[config.mk]
export PLATFORM = sky130hd
export DESIGN_NAME = conv_window_scheduler
export DESIGN_NICKNAME = d
export VERILOG_FILES = /design/src/rtl/conv_window_scheduler.sv
export SDC_FILE = /design/constraint.sdc
export NUM_CORES = 1
export LEC_CHECK = 0
export ABC_AREA = 1
export CORE_ASPECT_RATIO = 0.75
export CORE_MARGIN = 3
export CORE_UTILIZATION = 56
export CTS_CLUSTER_DIAMETER = 120
export DETAILED_ROUTE_END_ITERATION = 10
export DONT_BUFFER_PORTS = 1
export GPL_TIMING_DRIVEN = 0
export HOLD_SLACK_MARGIN = 0.05
export MAX_ROUTING_LAYER = met4
export PLACE_DENSITY = 0.8
export SYNTH_ARGS = -nofsm -noshare
export SYNTH_HDL_FRONTEND = slang
export SYNTH_SLANG_ARGS = --single-unit
[constraint.sdc]
create_clock -name clk -period 1.5 [get_ports clk]
set_input_delay 0.15 -clock clk [delete_from_list [all_inputs] [get_ports clk]]
set_output_delay 0.15 -clock clk [all_outputs]
set_load 0.1 [all_outputs]
[src/rtl/conv_window_scheduler.sv]
// conv_window_scheduler: sequences one 1-D convolution pass (define CONV_STRIDE2_EN for stride-2 output positions)
module conv_window_scheduler #(
    parameter int FILT_LEN = 4,
    parameter int IN_LEN   = 16,
    parameter int AW       = 6
) (
    input  logic          clk,
    input  logic          rst,
    input  logic          start,
    input  logic          out_ready,
    output logic          busy,
    output logic          done,
    output logic [AW-1:0] filt_addr,
    output logic [AW-1:0] in_addr,
    output logic          mac_en,
    output logic          mac_first,
    output logic          out_wr,
    output logic [AW-1:0] out_addr
);
`ifdef CONV_STRIDE2_EN
    localparam int N = (IN_LEN - FILT_LEN) / 2 + 1;
`else
    localparam int N = IN_LEN - FILT_LEN + 1;
`endif
    typedef enum logic [2:0] {IDLE, FETCH, DRAIN, WRITE, DONE} state_t;
    state_t        state;
    logic [AW-1:0] i;
    logic [AW-1:0] k;
    logic [AW-1:0] base;
`ifdef CONV_STRIDE2_EN
    assign base = i << 1;
`else
    assign base = i;
`endif
    // pass sequencing; mac strobes trail FETCH by the one-cycle memory read latency
    always_ff @(posedge clk or posedge rst) begin
        if (rst) begin
            state     <= IDLE;
            i         <= '0;
            k         <= '0;
            mac_en    <= 1'b0;
            mac_first <= 1'b0;
        end else begin
            mac_en    <= state == FETCH;
            mac_first <= state == FETCH && k == '0;
            case (state)
                IDLE: if (start) begin
                    i     <= '0;
                    k     <= '0;
                    state <= FETCH;
                end
                FETCH: if (k == AW'(FILT_LEN - 1)) begin
                    k     <= '0;
                    state <= DRAIN;
                end else k <= k + 1'b1;
                DRAIN: state <= WRITE;
                WRITE: if (out_ready) begin
                    if (i == AW'(N - 1)) state <= DONE;
                    else begin
                        i     <= i + 1'b1;
                        state <= FETCH;
                    end
                end
                DONE: state <= IDLE;
                default: state <= IDLE;
            endcase
        end
    end
    // addresses and strobes decoded from state so reset clears them immediately
    always_comb begin
        busy      = state != IDLE;
        done      = state == DONE;
        filt_addr = state == FETCH ? k : '0;
        in_addr   = state == FETCH ? base + k : '0;
        out_wr    = state == WRITE;
        out_addr  = state == WRITE ? i : '0;
    end
endmodule

==> impl_metrics.toml, run 1 <==
[outcome]
status = "aborted with a tool error"
firstError = "[ERROR DPL-0038] Utilization greater than 100%, impossible to legalize"
haltStage = "global routing"

[yosys]
synth_xor_area_frac = 0.04743
async_flop_share = 1.000
ys_seq_elements = 17
synthesis.instances = 187
synth_top_family_by_area = "simple AND/OR/NAND/NOR gates"
syn_area_um2 = 1292
synth_fp_nets = 201
synth.mux.area_fraction = 0
synth_edf_count = 0
synth-compound-area-share = 0.07164
synthAdderAreaFrac = 0.1026
avgSynthCellArea_um2 = 6.912
yosys.area_share.simple = 0.3553
synth_seq_area_share = 0.3291
synth_ff_type = "dfrtp_1"
yosys_warnings = 0
yosysUniqueCellTypes = 25

[cts]
cts.sinks = 17
cts_buffers = 3
cts_buffer_depth = 2
root_buffer = "clkbuf_4"
cts_max_level = 1

[placement]
dp_hpwl_um = 2175
portBuffers = 0
dp_slack_ps = -597.6
gp_congestion = 0.8768

[floorplan]
floorplan.initialDensity = 0.6149
die_y_um = 47.61
dieWidth_um = 61.48
fp-row-count = 14
ios = 27

[timing]
postGrtWorstEndpoint = "in_addr[4]"
endpoint_type = "top-level output"

[grt]
grt_max_degree = 18
[stage by stage]
| step | hold slack [ps] | cell area (µm²) | setup TNS (ps) | std cells |
|---|---|---|---|---|
| after floorplan | 75.73 | 1488 | -3828 | 187 |
| after global placement | 159.0 | 1518 | -6634 | 211 |
| after detailed placement | 175.3 | 1518 | -7071 | 211 |
| after CTS | 81.75 | 2007 | -10790 | 246 |
[repair_timing]
item / in CTS
endpoints found under the setup margin: 31
pin swaps: 33
setup buffers: 28
endpoints found under the hold margin: 17
gates resized for setup: 43
cloned: 2
hold buffers: 1
[synthesized netlist by cell type (2+ instances only)]
library cell	count	share of area
nor2_1	33	0.096
ha_1	9	0.087
xor2_1	4	0.027
o21ai_0	4	0.015
dfrtp_1	17	0.33
nand2_2	4	0.019
inv_2	2	0.0058
nand2_1	53	0.15
inv_1	26	0.076
a21oi_1	5	0.019
o22ai_1	2	0.0097
nand3_1	11	0.043
xnor2_1	3	0.020
nor3_1	3	0.012
[cells by family after synthesis]
kind of cell,after synthesis
xor gates and xnor gates,7
DFF,17
AOI/OAI and AO/OA,15
and+or+nand+nor,108
adders and majority gates,10
buffers and inverters,30
==> run 2: changes to the inputs <==
- CORE_AREA: not set -> 3 3 64 66
- CORE_ASPECT_RATIO: 0.75 -> not set
- CORE_MARGIN: 3 -> not set
- CORE_UTILIZATION: 56 -> not set
- CTS_CLUSTER_DIAMETER: 120 -> not set
- DIE_AREA: not set -> 0 0 67 69
- HOLD_SLACK_MARGIN: 0.05 -> not set
- MAX_ROUTING_LAYER: met4 -> not set
- PLACE_DENSITY: 0.8 -> not set
- PLACE_DENSITY_LB_ADDON: not set -> 0.15
- clock period: 1.5 -> 2 ns (I/O delays scaled with it)
==> run 2 against run 1 <==
Effect of this change:
- the flow now finishes, with violations (setup timing)
- synthesized cell count unchanged
- synthesized area unchanged
==> impl_metrics.toml, run 2 <==
[outcome]
status = "complete, but fails checks"
failed_checks = "setup timing"

[worst_setup_path]
slowest_stage = "nor2_4"
crit_path_cell_trace = "ha_4 > fa_2 > nand2_1 > nand2_2 > a21oi_4 > xor2_2 > nor2_4"
startpoint_type = "flip-flop"
endpoint_kind = "output pin"
critPathMaxFanout = 2
cp.required_ps = 1800
cp.arrival_ps = 2090
crit_type = "reg -> out"
r2r.worst_path.cells = 7
max_stage_delay_ps = 480

[drt]
first_pass_iters = 4
wire_per_inst_um = 12.84
ant_nets = 0
vias = 1254
drc = 0
drt_iter0_markers = 33
viasPerCell = 4.750
wirelength_um = 3390

[timing]
slew_viol_final = 0
fin_crit_sh = 1.145
skew_ps = 2.220
tns_ps = -730.0
rsz0062_at_grt = "true"
fmax_mhz = 436.6
setup_ws_ps = -290.3
hold_viol_final = 0
tightest_slew_ps = 981.2
setup_viol = 5
slew_headroom = 0.3438
finalCriticalPeriod_ps = 2290

[grt]
grt_pass1_vias = 1287
grt_pass1_wl_um = 5892
grt_overflow = 0
grt_max_degree = 18
antenna_found_initial = 0
grt_usage = 0.1615

[yosys]
synthesis.instances = 187
synth_top_family_by_area = "simple AND/OR/NAND/NOR gates"
yosys.area_share.simple = 0.3553
syn_area_um2 = 1292
yosys_warnings = 0
ys_seq_elements = 17
synth_edf_count = 0
synth_area_leaders = "dfrtp_1, nand2_1, nor2_1"
synth_seq_area_share = 0.3291
synth_xor_area_frac = 0.04743
synth_common_cells = "nand2_1, nor2_1, inv_1"
yosysUniqueCellTypes = 25
synth_fp_nets = 201
synth_top_area_frac = 0.3291
synth.mux.area_fraction = 0
synthAdderAreaFrac = 0.1026
synth.most_common_cell = "nand2_1"
avgSynthCellArea_um2 = 6.912
yosysTopAreaCell = "dfrtp_1"
synth-compound-area-share = 0.07164
async_flop_share = 1.000
synth_ff_type = "dfrtp_1"

[worst_hold_path]
hold_class = "in -> reg"
hold_path_depth = 3

[placement]
portBuffers = 0
dp_hpwl_um = 2288
dp_slack_ps = -526.3
gp_congestion = 0.7527

[cts]
cts_max_level = 1
cts.clk_slew.worst_paths_ps = 70
clock_latency_ps = 250
cts_buffer_depth = 2
cts.sinks = 17
cts_tree = "built"
cts_buffers = 3
root_buffer = "clkbuf_8"

[cells_and_area]
final_common_cell = "nand2_1"
syn_to_final_growth_pct = 46.85
regArea_um2 = 437.9
fill_cells = 372
multi_input_area_um2 = 1008
drive_gt1_frac = 0.3981
mostFrequentLayoutCells = "nand2_1, inv_1, buf_4"
diodes = 0
fin_nets = 231

[floorplan]
die_y_um = 69
dieWidth_um = 67
core_um2 = 3633
die_area_um2 = 4623
ios = 27
floorplan.initialDensity = 0.3557
fp-row-count = 22

[job]
maxCapViolCount = 0
run 2: cell counts after synthesis:
Identical to the previous run, type by type.
run 2: per-stage QoR:
stage | cell area, µm² | std cells | hold WS, ps | utilization
final | 1898 | 264 | 144.1 | 0.5224
after global routing | 1898 | 264 | 143.5 | 0.5224
after CTS | 1866 | 263 | 141.7 | 0.5134
after detailed placement | 1425 | 235 | 237.4 | 0.3922
after global placement | 1401 | 235 | 232.2 | 0.3857
after floorplan | 1341 | 187 | 126.1 | -
run 2: layer usage:
metal | global-route usage | up-vias | share of wire
li1 | - | 641 | -
met1 | 0.2110 | 587 | 0.45
met2 | 0.2664 | 20 | 0.49
met3 | 0.02443 | 6 | 0.035
met4 | 0.05405 | 0 | 0.019
met5 | 0 | - | 0
run 2: what timing repair did:
item	in CTS	in global routing
hold endpoints to repair	17	0
buffers inserted	22	1
setup endpoints to repair	24	13
cloned	1	0
gates resized for setup	46	5
hold buffers	1	0
pin swaps	13	12
run 2: path summary, 6_finish.rpt:
check	start	end	slack, ps
setup / recovery	base[0]	in_addr[4]	-290
hold / removal	out_ready	state[1]	140
setup reg to reg	state[1]	base[0]	160
hold reg to reg	base[5]	base[5]	590
max in group asynchronous	rst	k[2]	1020
min in group asynchronous	rst	state[2]	500
run 2: cell type report:
class                   instances  share of cell area
repair buffers                 25              0.1107
inverters                      28             0.05537
clock buffers                   4             0.02373
plain buffers                   2             0.01648
flip-flops and latches         17              0.2307
well taps                      48             0.03164
multi-input cells             140              0.5313
run 2: cells by family after synthesis:
logic type,after synthesis
AOI/OAI and AO/OA,15
xor gates and xnor gates,7
adders and majority gates,10
buffers and inverters,30
DFF,17
and+or+nand+nor,108
run 2: worst max-delay path: cells and delay by family (launching register included):
kind            cells  cell delay (ps)
flops               1              440
compound gates      1              170
simple gates        3              620
xor+xnor            1              100
fa+ha+maj           2              500
Power of run 2 is left out: the tool's default activity adds up to more than one toggle a clock period on the data nets, which glitch-free logic cannot reach.
